## src/rtl/dop_pkg.sv

```systemverilog
// Shared constants and types for the DoP-to-native-DSD serializer.
// Markers, the silence pattern, word-slot indices, FSM states and the marker-tracking rule.
package dop_pkg;

    localparam logic [7:0] DOP_MARKER_A = 8'h05;
    localparam logic [7:0] DOP_MARKER_B = 8'hFA;
    localparam logic [7:0] DSD_SILENCE  = 8'h69;

    localparam int WORD_L_LO = 0;
    localparam int WORD_L_HI = 1;
    localparam int WORD_R_LO = 2;
    localparam int WORD_R_HI = 3;

    localparam logic [3:0] LAST_BIT = 4'd15;

    typedef enum logic {
        IDLE,
        RUN
    } state_e;

    // Marker expected for the next frame.
    // After a valid frame it alternates. After an invalid frame it resyncs to the left marker when it can.
    function automatic logic [7:0] next_marker(input logic       valid,
                                               input logic [7:0] l_mk,
                                               input logic [7:0] exp_mk);
        logic [7:0] nxt;
        nxt = exp_mk;
        if (valid) begin
            nxt = (exp_mk == DOP_MARKER_A) ? DOP_MARKER_B : DOP_MARKER_A;
        end else if (l_mk == DOP_MARKER_A) begin
            nxt = DOP_MARKER_B;
        end else if (l_mk == DOP_MARKER_B) begin
            nxt = DOP_MARKER_A;
        end
        return nxt;
    endfunction

endpackage

```

## src/rtl/dsd_piso.sv

```systemverilog
// 16-bit parallel-load, MSB-first shift register with a registered serial output.
// On a load, the MSB appears on sout straight away and the remaining bits queue behind it.
module dsd_piso #(
    parameter logic [15:0] RESET_WORD = 16'h6969
) (
    input  logic        clk,
    input  logic        rst,
    input  logic        load,
    input  logic        shift,
    input  logic        clr,
    input  logic [15:0] din,
    output logic        sout
);

    logic [15:0] shreg_q, shreg_d;
    logic        sout_q, sout_d;

    always_comb begin
        shreg_d = shreg_q;
        sout_d  = sout_q;
        if (clr) begin
            sout_d = 1'b0;
        end else if (load) begin
            sout_d  = din[15];
            shreg_d = {din[14:0], 1'b0};
        end else if (shift) begin
            sout_d  = shreg_q[15];
            shreg_d = {shreg_q[14:0], 1'b0};
        end
    end

    always_ff @(posedge clk) begin
        if (rst) begin
            shreg_q <= RESET_WORD;
            sout_q  <= 1'b0;
        end else begin
            shreg_q <= shreg_d;
            sout_q  <= sout_d;
        end
    end

    assign sout = sout_q;

endmodule

```

## src/rtl/dsd_master.sv

```systemverilog
// DoP-to-native-DSD serializer clocked by the DSD bit clock.
// Each frame it fetches four words, checks the DoP markers and shifts out 16 bits per channel.
module dsd_master
    import dop_pkg::*;
#(
    parameter logic [7:0] SILENCE_BYTE = DSD_SILENCE,
    parameter bit         CHECK_MARKER = 1'b1
) (
    input  logic        clk,
    input  logic        rst,
    input  logic        start_n,
    input  logic        stop_n,
    output logic        data_req_out,
    input  logic [15:0] data_in,
    output logic [1:0]  sd_out,
    output logic        sck_out
);

    localparam logic [15:0] SILENCE_FRAME = {SILENCE_BYTE, SILENCE_BYTE};

    state_e      state_q, state_d;
    logic [3:0]  bit_cnt_q, bit_cnt_d;
    logic        req_q, req_d;
    logic        run_q, run_d;
    logic        stop_pending_q, stop_pending_d;
    logic [7:0]  exp_mk_q, exp_mk_d;

    // High bytes of all four words are L_b, L_mk, R_b, R_mk.
    // Low bytes are kept only for the odd words: L_a and R_a.
    logic [7:0]  hi_byte_q [4];
    logic [7:0]  hi_byte_d [4];
    logic [7:0]  lo_byte_q [2];
    logic [7:0]  lo_byte_d [2];

    logic [3:0]  next_cnt;
    logic        stop_now;
    logic        capture;
    logic        frame_valid;
    logic        load_silence;
    logic        piso_load, piso_shift, piso_clr;
    logic [15:0] l_din, r_din;
    logic        l_sout, r_sout;

    always_comb begin
        state_d        = state_q;
        bit_cnt_d      = bit_cnt_q;
        req_d          = 1'b0;
        run_d          = run_q;
        stop_pending_d = stop_pending_q;
        exp_mk_d       = exp_mk_q;
        capture        = 1'b0;
        load_silence   = 1'b0;
        piso_load      = 1'b0;
        piso_shift     = 1'b0;
        piso_clr       = 1'b0;

        next_cnt    = bit_cnt_q + 4'd1;
        stop_now    = stop_pending_q | ~stop_n;
        frame_valid = !CHECK_MARKER ||
                      ((hi_byte_q[WORD_L_HI] == exp_mk_q) && (hi_byte_q[WORD_R_HI] == exp_mk_q));

        case (state_q)
            IDLE: begin
                piso_clr = 1'b1;
                if (!start_n && stop_n) begin
                    // Prime the serializers with silence so the first frame plays idle pattern.
                    state_d        = RUN;
                    run_d          = 1'b1;
                    bit_cnt_d      = 4'd0;
                    req_d          = 1'b1;
                    stop_pending_d = 1'b0;
                    piso_clr       = 1'b0;
                    piso_load      = 1'b1;
                    load_silence   = 1'b1;
                end
            end
            RUN: begin
                capture        = (bit_cnt_q[1:0] == 2'd1);
                bit_cnt_d      = next_cnt;
                stop_pending_d = stop_now;
                req_d          = (next_cnt[1:0] == 2'd0) && !stop_now;
                if (bit_cnt_q == LAST_BIT) begin
                    if (stop_now) begin
                        state_d        = IDLE;
                        run_d          = 1'b0;
                        bit_cnt_d      = 4'd0;
                        stop_pending_d = 1'b0;
                        piso_clr       = 1'b1;
                    end else begin
                        piso_load    = 1'b1;
                        load_silence = !frame_valid;
                        exp_mk_d     = next_marker(frame_valid, hi_byte_q[WORD_L_HI], exp_mk_q);
                    end
                end else begin
                    piso_shift = 1'b1;
                end
            end
            default: state_d = IDLE;
        endcase
    end

    genvar gi;
    generate
        for (gi = 0; gi < 4; gi++) begin : g_hi
            assign hi_byte_d[gi] = (capture && bit_cnt_q[3:2] == 2'(gi)) ? data_in[15:8]
                                                                         : hi_byte_q[gi];
        end
        for (gi = 0; gi < 2; gi++) begin : g_lo
            assign lo_byte_d[gi] = (capture && bit_cnt_q[3:2] == 2'(2 * gi + 1)) ? data_in[7:0]
                                                                                 : lo_byte_q[gi];
        end
    endgenerate

    always_ff @(posedge clk) begin
        if (rst) begin
            state_q        <= IDLE;
            bit_cnt_q      <= 4'd0;
            req_q          <= 1'b0;
            run_q          <= 1'b0;
            stop_pending_q <= 1'b0;
            exp_mk_q       <= DOP_MARKER_A;
            for (int i = 0; i < 4; i++) hi_byte_q[i] <= 8'h00;
            for (int i = 0; i < 2; i++) lo_byte_q[i] <= 8'h00;
        end else begin
            state_q        <= state_d;
            bit_cnt_q      <= bit_cnt_d;
            req_q          <= req_d;
            run_q          <= run_d;
            stop_pending_q <= stop_pending_d;
            exp_mk_q       <= exp_mk_d;
            for (int i = 0; i < 4; i++) hi_byte_q[i] <= hi_byte_d[i];
            for (int i = 0; i < 2; i++) lo_byte_q[i] <= lo_byte_d[i];
        end
    end

    // Channel frame is {a, b}, where a is the older byte and is sent first.
    assign l_din = load_silence ? SILENCE_FRAME : {lo_byte_q[0], hi_byte_q[WORD_L_LO]};
    assign r_din = load_silence ? SILENCE_FRAME : {lo_byte_q[1], hi_byte_q[WORD_R_LO]};

    dsd_piso #(.RESET_WORD(SILENCE_FRAME)) u_piso_l (
        .clk   (clk),
        .rst   (rst),
        .load  (piso_load),
        .shift (piso_shift),
        .clr   (piso_clr),
        .din   (l_din),
        .sout  (l_sout)
    );

    dsd_piso #(.RESET_WORD(SILENCE_FRAME)) u_piso_r (
        .clk   (clk),
        .rst   (rst),
        .load  (piso_load),
        .shift (piso_shift),
        .clr   (piso_clr),
        .din   (r_din),
        .sout  (r_sout)
    );

    assign data_req_out = req_q;
    assign sd_out       = {r_sout, l_sout};
    // run_q only changes on the rising edge, while ~clk is low, so the gated clock cannot glitch.
    assign sck_out      = run_q & ~clk;

endmodule

```

## config.mk

```make
export PLATFORM = sky130hd
export DESIGN_NAME = dsd_master
export DESIGN_NICKNAME = d
export VERILOG_FILES = /design/src/rtl/dop_pkg.sv /design/src/rtl/dsd_piso.sv /design/src/rtl/dsd_master.sv
export SDC_FILE = /design/constraint.sdc
export NUM_CORES = 1
export LEC_CHECK = 0
export ABC_CLOCK_PERIOD_IN_PS = 1800
export CAP_MARGIN = 20
export CORE_AREA = 5 5 91 93
export CTS_BUF_LIST = sky130_fd_sc_hd__clkbuf_4
export CTS_CLUSTER_SIZE = 24
export DETAILED_ROUTE_END_ITERATION = 16
export DIE_AREA = 0 0 96 98
export PLACE_DENSITY = 0.74
export SLEW_MARGIN = 20
export SYNTH_ARGS = -nofsm -noshare
export SYNTH_HDL_FRONTEND = slang
export SYNTH_SLANG_ARGS = --single-unit
```

## constraint.sdc

```tcl
create_clock -name clk -period 1.8 [get_ports clk]
set_input_delay 0.27 -clock clk [delete_from_list [all_inputs] [get_ports clk]]
set_output_delay 0.27 -clock clk [all_outputs]
set_load 0.01 [all_outputs]
```

## Word level (Yosys, flattened, before mapping)

Memory sizes are Yosys's and may differ from the RTL's.
Index checks and enable logic that the tools add are counted.

- Memory bits (writable): 48
- Memories: 2
- Register bits after elaboration: 50
- Logic and storage cells: 114

- $add $sub $neg: 1
- Bitwise operators: 13
- Mux-type cells: 57
- Reductions and logical operators: 18
- Equal/unequal tests: 13

Memory list:

| name | depth | width | read ports | clocked after memory_dff | wr ports | RTL line | source |
|---|---|---|---|---|---|---|---|
| hi_byte_q | 4 | 8 | 4 | 0 | 4 | dsd_master.sv:30 | `logic [7:0] hi_byte_q [4];` |
| lo_byte_q | 2 | 8 | 2 | 0 | 2 | dsd_master.sv:32 | `logic [7:0] lo_byte_q [2];` |

Operator list:

| cell | number |
|---|---|
| 8-bit 2-to-1 mux | 16 |
| 16-bit 2-to-1 mux | 6 |
| 1-bit 2-to-1 mux | 24 |
| 8-bit by 3-bit equality test with 1-bit output (second input constant) | 2 |
| 8-bit equality test | 2 |
| 1-bit case mux with 2 select lines | 7 |
| 4-bit 2-to-1 mux | 3 |
| 8-bit equality test (second input constant) | 1 |
| 4-bit case mux with 2 select lines | 1 |
| 1-bit logical AND | 7 |
| 1-bit bitwise OR | 7 |
| 1-bit inverter | 5 |
| 4-bit by 1-bit adder with 4-bit output (second input constant) | 1 |
| 2-bit by 1-bit equality test with 1-bit output (second input constant) | 2 |
| 2-bit equality test (second input constant) | 2 |
| 4-bit equality test (second input constant) | 1 |
| 2-bit zero test | 2 |
| 2-bit by 1-bit inequality test with 1-bit output (second input constant) | 2 |
| 4-bit AND reduction | 1 |
| 1-bit zero test | 3 |
| 3-bit AND reduction | 1 |
| 3-bit nonzero test | 1 |
| 2-bit inequality test (second input constant) | 1 |
| 2-bit AND reduction | 1 |
| 3 further kinds | 3 |

## Depth between registers and ports, before layout

Gate-level depths: netlist of the first run.

- Word-level depth: 8
- Depth in mapped cells: 9

## Modules after synthesis

From an unflattened synthesis of the first run, not the netlist that was laid out.

- Cells, all modules: 485
- Area total of the unflattened synthesis: 4249.1 µm²

Modules (own cells, without submodules):

| module | instances | sequential area each (µm²) | area an instance (µm²) | cells each |
|---|---|---|---|---|
| dsd_master | 1 | 1161.1 | 2524.9 | 321 |
| dsd_piso | 2 | 340.3 | 862.1 | 82 |

==> impl_summary.txt, run 1 <==
----------------------------------------------------
[Worst setup path]
  Critical Path End Type ... flop
  Largest delay share family, worst path ... simple AND/OR/NAND/NOR gates
  WP data required ... 2.30 ns
  Slowest library cell on the worst path ... sky130_fd_sc_hd__or4_4
  Maximum single-stage delay on the critical path ... 0.57 ns
  Startpoint type of the worst setup path ... flop
  Largest fanout on the critical path ... 17
  CP arrival ... 2.42 ns
  Cells traversed along the worst timing path ... or4_4, nor4_4, o221ai_2, buf_12, nor2_4, a311o_1
  Sum of buffers and inverters on the critical path ... 1
  Path type of the worst setup path ... reg -> reg

[Synth]
  Leading cell type by number of instances after synthesis ... sky130_fd_sc_hd__nand2_1
  Share of flip-flops with an asynchronous set or reset ... 0%
  Post-synthesis xor/xnor area fraction ... 0%
  Cell taking the most area after synthesis ... sky130_fd_sc_hd__dfxtp_1
  Leading cell types by count after synthesis ... 117 x sky130_fd_sc_hd__nand2_1, 91 x sky130_fd_sc_hd__dfxtp_1, 77 x sky130_fd_sc_hd__a21oi_1
  Number of library cell types mapped by synthesis ... 48
  Synth Cell Area ... 3940 µm²
  Flip-flop and latch count after synthesis ... 91
  Syn_area_per_cell ... 8.348 µm²
  Share of the yosys chip area belonging to registers ... 46.24%
  Area share of fa/ha/maj cells after synthesis ... 0.6351%
  Number of synthesis warnings ... 0
  Simple-gate share of the synthesized area ... 22.39%
  Post-synth net total ... 494
  Ys flop type ... sky130_fd_sc_hd__dfxtp_1
  Largest family of logic cells by synthesized area ... compound AO/OA/AOI/OAI gates
  Mapped Cells ... 472
  Post-synth EDFFs ... 0
  Most area-consuming cells after synthesis ... sky130_fd_sc_hd__dfxtp_1 46%, sky130_fd_sc_hd__nand2_1 11%, sky130_fd_sc_hd__a21oi_1 9.8%, sky130_fd_sc_hd__o32ai_2 4.1%, sky130_fd_sc_hd__nor3_1 2.7%
  Share of Yosys cell area claimed by the top area cell type ... 46.24%
  Complex-gate fraction of the synthesized area ... 25.60%
  Proportion of synthesized area in mux cells ... 0.5716%

[Timing]
  Max Fclk ... 0.5187 GHz
  Worst Hold Slack ... 0.1858 ns
  Final worst path period need ... 1.928 ns
  Worst path setup slack after routing ... -0.1279 ns
  Setup violation total in the final timing report ... 32
  Worst-Margin Slew ... 0.5783 ns
  Max-slew violations ... 0
  Share of the clock period used by the worst path ... 107.1%
  RSZ-0062 raised after global routing ... true
  Slew margin rel. ... 61.45%
  Final Hold Viols ... 0
  Clock skew after layout ... 0.009292 ns

[Place]
  Number of port buffers ... 23
  GP Congestion ... 0.9288
  Post-detail-place hpwl ... 7.479 mm

[Power and ir drop]
  Power per Cell Area ... 802.6 nW/µm²
  Total power of the final layout ... 3.947 mW
  Static Leak ... 1.713 nW
  Peak VDD IR ... 554.8 µV

[Drt]
  DR DRC count ... 0
  Average wire length per cell after detail routing ... 16.62 µm
  Number of vias in the routed layout ... 3727
  Total wirelength of the detailed-routed design ... 10.64 mm
  Starting DRT DRC Count ... 274
  Remaining antenna violation count after routing ... 0
  1st-pass router iterations ... 5
  Average vias per placed instance ... 5.823

[Cells and area]
  Proportion of layout cells with a drive suffix above 1 ... 21.19%
  Signed area change from the synthesized netlist to the final layout ... 24.83%
  Number of antenna cells inserted ... 0
  Final #Nets ... 557

[Floorplanning]
  Starting Density ... 52.91%
  Height of the die ... 98 µm
  Die Area ... 9408 µm²
  Die X-Extent ... 96 µm
  Number of placed I/O pins ... 24
  Placeable core area ... 7447 µm²
  Core Rows ... 32

[Clock tree]
  Hold-fix buffers, CTS ... 0
  Source-to-sink clock delay at the later pin of the worst-skew pair ... 0.55 ns
  Clock transition at the register clock pins on the worst setup and hold paths after CTS ... 0.13 ns
  TritonCTS clock tree ... done

[GRT]
  Global-route wire length before repair ... 17.51 mm
  Met1 global-route usage ... 32.66%
  Maximum number of pins on one net before global-route repair ... 30
  Initial antenna violation count ... 0
  Met2 usage in global routing ... 35.95%
  Vias in the first global route ... 3482
  Total routing usage reported by global routing ... 23.74%
  GRT overflow ... 0
  Met3 GRT Util ... 3.775%
  Peak-usage layer in the global routing report ... met2

[Status]
  Failing checks ... negative setup slack
  Run status ... complete, but fails checks

[Min path]
  Worst min-delay path class ... in -> reg

[Flow run]
  Max-cap violations ... 0

----------------------------------------------------
-- logic make-up after synthesis --
group	Yosys count
AND/OR/NAND/NOR	194
flip-flops	91
buffers and inverters	40
multiplexers	2
adder cells (fa/ha/maj)	2
AO/OA/AOI/OAI	143
-- worst paths after layout --
check	startpoint	end	slack [ns]	cells past startpoint
hold / removal	rst	bit_cnt_q[0]	0.19	2
hold reg to reg	u_piso_r.shreg_q[7]	u_piso_r.shreg_q[7]	0.46	2
setup reg to reg	hi_byte_q[1][4]	u_piso_l.shreg_q[8]	-0.13	6
setup / recovery	hi_byte_q[1][4]	u_piso_l.shreg_q[8]	-0.13	6
-- state kept, by name, summed over array words and instances (netlist names) --
register / count
hi_byte_q: 32
lo_byte_q: 16
u_piso_l.shreg_q: 16
u_piso_r.shreg_q: 15
bit_cnt_q: 4
exp_mk_q: 2
data_req_out: 1
run_q: 1
state_q: 1
stop_pending_q: 1
u_piso_l.sout: 1
u_piso_r.sout: 1
-- through the flow --
| stage | instance area [µm²] | instances | setup slack [ns] | utilization [%] | TNS, ns |
|---|---|---|---|---|---|
| final | 4918 | 640 | -0.1279 | 66.05 | -2.950 |
| after global routing | 4918 | 640 | -0.2338 | 66.05 | -5.997 |
| after CTS | 4910 | 640 | -0.1470 | 65.93 | -2.975 |
| after detailed placement | 4692 | 622 | -0.3128 | 63.00 | -8.987 |
| after global placement | 4692 | 622 | -0.2373 | 63.00 | -6.884 |
| after floorplan | 3973 | 472 | -0.06157 | - | -0.6456 |
-- layer usage --
metal / wire length [µm] / up-vias
li1: - / 1816
met1: 4631 / 1751
met2: 5101 / 131
met3: 607 / 29
met4: 297 / 0
met5: 0 / -
-- cell type report --
class / instances / area [µm²]
repair buffers: 83 / 748.2
flip-flops and latches: 91 / 1827
multi-input cells: 341 / 2022
clock inverters: 5 / 80.08
well taps: 102 / 127.6
inverters: 5 / 18.77
clock buffers: 13 / 95.09
fillers: 607 / 2529
-- cells in the final DEF (no fill, tap or decap), drive strengths merged, types with 2 or more instances in the layout --
master,count
a211oi,6
a21oi,78
a221o,2
a311o,8
a311oi,2
a32oi,6
buf,63
bufinv,2
clkbuf,12
clkdlybuf4s50,21
clkinv,2
dfxtp,91
ha,2
inv,5
mux2,2
nand2,117
nand3,3
nand4,3
nand4b,2
nor2,22
nor2b,4
nor3,21
nor3b,3
nor4,2
o21a,11
o21ai,7
o32ai,14
or3,9
or4,4
-- worst reg2reg max path, cell delays in order (launching register included) --
cell	delay [ns]
sky130_fd_sc_hd__dfxtp_2	0.34
sky130_fd_sc_hd__or4_4	0.57
sky130_fd_sc_hd__nor4_4	0.19
sky130_fd_sc_hd__o221ai_2	0.17
sky130_fd_sc_hd__buf_12	0.19
sky130_fd_sc_hd__nor2_4	0.21
sky130_fd_sc_hd__a311o_1	0.20
-- repair_timing --
action                     in CTS  in global routing
gates resized for setup        13                  6
pin swaps                       2                  5
setup buffers                   1                  0
setup endpoints to repair      36                 39
-- power breakdown --
| group | switching (mW) | internal, mW |
|---|---|---|
| registers | 0.0553 | 2.10 |
| clock network | 0.697 | 0.625 |
| logic | 0.238 | 0.236 |
| total | 0.991 | 2.96 |
(Power assumes the default switching activity.)
==> inputs of run 2 (changes only) <==
--- a/config.mk
+++ b/config.mk
@@ -5,14 +5,14 @@
 export SDC_FILE = /design/constraint.sdc
 export NUM_CORES = 1
 export LEC_CHECK = 0
-export ABC_CLOCK_PERIOD_IN_PS = 1800
+export ABC_CLOCK_PERIOD_IN_PS = 2410
 export CAP_MARGIN = 20
-export CORE_AREA = 5 5 91 93
+export CORE_AREA = 5 5 88 90
 export CTS_BUF_LIST = sky130_fd_sc_hd__clkbuf_4
 export CTS_CLUSTER_SIZE = 24
 export DETAILED_ROUTE_END_ITERATION = 16
-export DIE_AREA = 0 0 96 98
-export PLACE_DENSITY = 0.74
+export DIE_AREA = 0 0 93 95
+export PLACE_DENSITY = 0.76
 export SLEW_MARGIN = 20
 export SYNTH_ARGS = -nofsm -noshare
 export SYNTH_HDL_FRONTEND = slang
==> constraint.sdc (replaced) <==
create_clock -name clk -period 2.41 [get_ports clk]
set_input_delay 0.3615 -clock clk [delete_from_list [all_inputs] [get_ports clk]]
set_output_delay 0.3615 -clock clk [all_outputs]
set_load 0.01 [all_outputs]
==> impl_summary.txt, run 2 (synthesis gave the netlist of run 1 again) <==
----------------------------------------------------
[Min path]
  Worst min-delay path class ... in -> reg

[Cells and area]
  Number of flip-flops in the largest register ... 32
  Register with the most flip-flops ... hi_byte_q
  Signed area change from the synthesized netlist to the final layout ... 13.18%
  Proportion of layout cells with a drive suffix above 1 ... 11.34%
  Number of antenna cells inserted ... 0
  Fill cell total of the finished layout ... 623
  Final #Nets ... 513
  Area occupied by registers ... 1822 µm²
  Combined area of the multi-input logic cells ... 1944 µm²
  Highest-count cells in the layout ignoring fill and taps ... 117 x sky130_fd_sc_hd__nand2_1, 91 x sky130_fd_sc_hd__dfxtp_1, 77 x sky130_fd_sc_hd__a21oi_1
  Leading registers by flop count ... hi_byte_q (32), lo_byte_q (16), u_piso_l.shreg_q (16)
  Summed area of non-filler cells in the final layout ... 4459 µm²
  Most common cell after layout, fill and taps aside ... sky130_fd_sc_hd__nand2_1

[Place]
  Post-detail-place hpwl ... 6.568 mm
  GP Congestion ... 0.8281
  Number of port buffers ... 23
  Cell area after placement ... 4290 µm²

[Worst setup path]
  Cells traversed along the worst timing path ... clkbuf_4, clkbuf_4, nor2b_1, dlygate4sd2_1
  Sum of buffers and inverters on the critical path ... 3
  Largest fanout on the critical path ... 2
  WP data required ... 2.05 ns
  Slowest library cell on the worst path ... sky130_fd_sc_hd__dlygate4sd2_1
  Maximum single-stage delay on the critical path ... 0.27 ns
  Startpoint type of the worst setup path ... clock port
  Path type of the worst setup path ... clk -> out
  CP arrival ... 1.81 ns
  Crit-path most repeated cell ... sky130_fd_sc_hd__clkbuf_4
  Largest delay share family, worst path ... buffers and inverters
  Critical Path End Type ... output port

[Drt]
  Average wire length per cell after detail routing ... 16.74 µm
  Number of vias in the routed layout ... 3500
  Average vias per placed instance ... 6.076
  Starting DRT DRC Count ... 389
  DR DRC count ... 0
  1st-pass router iterations ... 6
  Remaining antenna violation count after routing ... 0
  Total wirelength of the detailed-routed design ... 9.645 mm

[GRT]
  Vias in the first global route ... 3184
  Initial antenna violation count ... 0
  GRT overflow ... 0
  Maximum number of pins on one net before global-route repair ... 71
  Global-route wire length before repair ... 15.77 mm
  Total routing usage reported by global routing ... 22.92%

[Floorplanning]
  Starting Density ... 56.43%
  Die X-Extent ... 93 µm
  Die Area ... 8835 µm²
  Number of placed I/O pins ... 24
  Height of the die ... 95 µm
  Placeable core area ... 6982 µm²
  Core Rows ... 31

[Clock tree]
  Hold-fix buffers, CTS ... 0
  Clock transition at the register clock pins on the worst setup and hold paths after CTS ... 0.12 ns
  TritonCTS clock tree ... done
  Source-to-sink clock delay at the later pin of the worst-skew pair ... 0.53 ns

[Timing]
  Worst-Margin Slew ... 0.8659 ns
  Setup TNS ... 0 ns
  Max-slew violations ... 0
  Final Hold Viols ... 0
  Slew margin rel. ... 42.10%
  Setup violation total in the final timing report ... 0
  RSZ-0062 raised after global routing ... false
  Clock skew after layout ... 0.01464 ns

[Status]
  Run status ... completed

[Flow run]
  Max-cap violations ... 0

[Power and ir drop]
  Power per Cell Area ... 650.7 nW/µm²
  Peak VDD IR ... 364.5 µV
  Static Leak ... 1.476 nW

----------------------------------------------------
==> run 2: cell count changes in the layout (fill, tap and decap cells not counted), sizes merged <==
cell	before	now
clkinvlp	1	0
dlygate4sd2	0	1
clkinv	2	1
buf	63	18
clkbuf	12	14
==> run 2: area by class of cell <==
class	count	share of cell area [%]
timing repair buffer	39	8.810
inverter	5	0.4209
sequential	91	40.85
multi-input combinational	341	43.60
tap	82	2.301
clock buffer	15	2.553
clock inverter	3	1.459
==> run 2: path summary, 6_finish.rpt <==
path,startpoint,to,slack (ns),cells after the start
worst min-delay path,rst,bit_cnt_q[1],0.24,2
worst min register to register,u_piso_r.shreg_q[7],u_piso_r.shreg_q[7],0.46,2
worst max register to register,hi_byte_q[1][1],u_piso_l.shreg_q[9],0.36,6
worst max-delay path,clk,sck_out,0.24,4
==> run 2: metal layers <==
layer	vias up	global-route usage [%]	share of wire, %
li1	1721	-	-
met1	1646	31.66	47
met2	112	34.91	45
met3	21	4.143	4.9
met4	0	10.50	2.3
met5	-	0	0
==> run 2: worst register-to-register path, cell delays in order (launching register included) <==
cell and delay (ns):
sky130_fd_sc_hd__dfxtp_1 0.35, sky130_fd_sc_hd__or4_4 0.56, sky130_fd_sc_hd__nor4_2 0.24, sky130_fd_sc_hd__o221ai_2 0.15, sky130_fd_sc_hd__buf_4 0.24, sky130_fd_sc_hd__o32ai_2 0.31
sky130_fd_sc_hd__a21oi_1 0.11
==> run 2: metrics by stage <==
| step | hold slack (ns) | instances | utilization, % | worst slack (ns) | total power, mW |
|---|---|---|---|---|---|
| after floorplan | 0.4079 | 472 | - | 0.4838 | 1.834 |
| after global placement | 0.4351 | 559 | 61.45 | 0.2138 | 1.948 |
| after detailed placement | 0.4452 | 559 | 61.45 | 0.1684 | 1.956 |
| after CTS | 0.2222 | 576 | 63.87 | 0.2214 | 2.917 |
| after global routing | 0.2541 | 576 | 63.87 | 0.1805 | 3.030 |
| final | 0.2367 | 576 | 63.87 | 0.2432 | 2.901 |
==> run 2: report_power, final <==
| group | leakage [nW] | internal (mW) | total (mW) | switching, mW |
|---|---|---|---|---|
| Sequential | 0.741 | 1.56 | 1.61 | 0.0428 |
| Clock | 0.107 | 0.492 | 0.983 | 0.491 |
| Combinational | 0.628 | 0.149 | 0.310 | 0.162 |
==> run 2: what timing repair did <==
item                                    in CTS  in global routing
gates resized for setup                      1                  0
endpoints found under the setup margin       1                  0
setup buffers                                0                  0
==> inputs of run 3 (changes only) <==
--- a/config.mk
+++ b/config.mk
@@ -7,11 +7,11 @@
 export LEC_CHECK = 0
 export ABC_CLOCK_PERIOD_IN_PS = 2410
 export CAP_MARGIN = 20
-export CORE_AREA = 5 5 88 90
+export CORE_AREA = 2 2 85 87
 export CTS_BUF_LIST = sky130_fd_sc_hd__clkbuf_4
 export CTS_CLUSTER_SIZE = 24
 export DETAILED_ROUTE_END_ITERATION = 16
-export DIE_AREA = 0 0 93 95
+export DIE_AREA = 0 0 87 89
 export PLACE_DENSITY = 0.76
 export SLEW_MARGIN = 20
 export SYNTH_ARGS = -nofsm -noshare
==> impl_summary.txt, run 3 (synthesis gave the netlist of run 1 again) <==
----------------------------------------------------
[Worst setup path]
  Maximum single-stage delay on the critical path ... 0.29 ns
  Sum of buffers and inverters on the critical path ... 3
  Cells traversed along the worst timing path ... clkbuf_4, clkbuf_4, nor2b_1, dlygate4sd2_1
  CP arrival ... 1.82 ns
  Slowest library cell on the worst path ... sky130_fd_sc_hd__dlygate4sd2_1
  Largest delay share family, worst path ... buffers and inverters
  Critical Path End Type ... output port
  Crit-path most repeated cell ... sky130_fd_sc_hd__clkbuf_4
  Startpoint type of the worst setup path ... clock port
  Path type of the worst setup path ... clk -> out
  Largest fanout on the critical path ... 2
  WP data required ... 2.05 ns

[Power and ir drop]
  Power per Cell Area ... 639.4 nW/µm²
  Peak VDD IR ... 372.7 µV
  Sw power ... 0.7483 mW
  Cell internal power dissipation ... 2.106 mW
  Fraction of power consumed by the clock network ... 32.6%
  Comb pwr share ... 11.2%
  Total power of the final layout ... 2.855 mW
  Sequential share of power ... 56.2%
  Static Leak ... 1.478 nW
  Switching share of power ... 26.22%

[Cells and area]
  Number of flip-flops in the largest register ... 32
  Register with the most flip-flops ... hi_byte_q
  Area occupied by registers ... 1822 µm²
  Highest-count cells in the layout ignoring fill and taps ... 117 x sky130_fd_sc_hd__nand2_1, 91 x sky130_fd_sc_hd__dfxtp_1, 77 x sky130_fd_sc_hd__a21oi_1
  Number of antenna cells inserted ... 0
  Combined area of the multi-input logic cells ... 1944 µm²
  Leading registers by flop count ... hi_byte_q (32), lo_byte_q (16), u_piso_l.shreg_q (16)
  Signed area change from the synthesized netlist to the final layout ... 13.31%
  Most common cell after layout, fill and taps aside ... sky130_fd_sc_hd__nand2_1
  Final #Nets ... 515
  Utilization after layout ... 66.44%
  Fill cell total of the finished layout ... 570
  Proportion of layout cells with a drive suffix above 1 ... 12.05%

[Timing]
  Slew margin rel. ... 60.77%
  Max-slew violations ... 0
  Worst-Margin Slew ... 0.5871 ns
  Clock skew after layout ... 0.02248 ns
  RSZ-0062 raised after global routing ... false
  Setup TNS ... 0 ns
  Setup violation total in the final timing report ... 0
  Final Hold Viols ... 0

[Floorplanning]
  Height of the die ... 89 µm
  Starting Density ... 58.64%
  Die X-Extent ... 87 µm
  Core Rows ... 30
  Die Area ... 7743 µm²
  Placeable core area ... 6719 µm²
  Number of placed I/O pins ... 24

[Drt]
  Average wire length per cell after detail routing ... 16.91 µm
  1st-pass router iterations ... 4
  Total wirelength of the detailed-routed design ... 9.775 mm
  Number of vias in the routed layout ... 3522
  Starting DRT DRC Count ... 323
  Remaining antenna violation count after routing ... 0
  Average vias per placed instance ... 6.093
  DR DRC count ... 0

[GRT]
  Initial antenna violation count ... 0
  Total routing usage reported by global routing ... 26.86%
  Global-route wire length before repair ... 16.01 mm
  GRT overflow ... 0
  Vias in the first global route ... 3267
  Maximum number of pins on one net before global-route repair ... 48

[Status]
  Run status ... completed

[Min path]
  Worst min-delay path class ... in -> reg

[Place]
  Number of port buffers ... 23
  GP Congestion ... 0.8483
  Post-detail-place hpwl ... 6.902 mm

[Clock tree]
  TritonCTS clock tree ... done
  Hold-fix buffers, CTS ... 0
  Source-to-sink clock delay at the later pin of the worst-skew pair ... 0.56 ns
  Clock transition at the register clock pins on the worst setup and hold paths after CTS ... 0.14 ns

[Flow run]
  Max-cap violations ... 0

----------------------------------------------------
==> run 3: timing repair <==
action | in CTS | in global routing
endpoints found under the setup margin | 1 | 0
gates resized for setup | 1 | 0
setup buffers | 0 | 0
==> run 3: power groups by stage <==
stage                     logic (mW)  registers [mW]  clock network [mW]
after CTS                      0.318            1.60               0.949
after global routing           0.349            1.61                1.02
final                          0.319            1.60               0.931
after floorplan                0.207            1.62             0.00384
after global placement         0.309            1.63             0.00987
after detailed placement       0.318            1.64             0.00987
==> run 3: layer usage <==
| metal | global-route usage (%) | vias up | routed length (µm) |
|---|---|---|---|
| li1 | - | 1730 | - |
| met1 | 36.82 | 1691 | 4445 |
| met2 | 42.33 | 79 | 4653 |
| met3 | 3.416 | 22 | 462 |
| met4 | 12.78 | 0 | 213 |
| met5 | 0 | - | 0 |
==> run 3: area by class of cell <==
type,instances,share of cell area [%]
clock inverter,6,1.457
clock buffer,14,2.382
sequential,91,40.81
tap,80,2.242
inverter,5,0.4204
multi-input combinational,341,43.55
timing repair buffer,41,9.137
==> run 3: per-stage QoR <==
stage / hold slack, ns / instance area, µm² / instances / setup slack (ns)
after floorplan: 0.4079 / 3940 / 472 / 0.4838
after global placement: 0.4334 / 4303 / 559 / 0.2122
after detailed placement: 0.4458 / 4303 / 559 / 0.1282
after CTS: 0.2437 / 4464 / 578 / 0.1982
after global routing: 0.2708 / 4464 / 578 / 0.1873
final: 0.2522 / 4464 / 578 / 0.2327
==> run 3: path summary, 6_finish.rpt <==
path                     endpoint                 start  slack [ns]  depth (start not counted)
max                       sck_out                   clk        0.23                          4
min                  bit_cnt_q[0]                   rst        0.25                          2
max reg2reg  u_piso_r.shreg_q[15]       hi_byte_q[1][1]        0.39                          6
min reg2reg  u_piso_r.shreg_q[15]  u_piso_r.shreg_q[15]        0.46                          2
==> run 3: worst register-to-register path, cell delays in order (launching register included) <==
cell                       delay [ns]
sky130_fd_sc_hd__dfxtp_1         0.35
sky130_fd_sc_hd__or4_4           0.55
sky130_fd_sc_hd__nor4_2          0.23
sky130_fd_sc_hd__o221ai_2        0.13
sky130_fd_sc_hd__buf_4           0.24
sky130_fd_sc_hd__o32ai_2         0.31
sky130_fd_sc_hd__a21oi_1         0.11
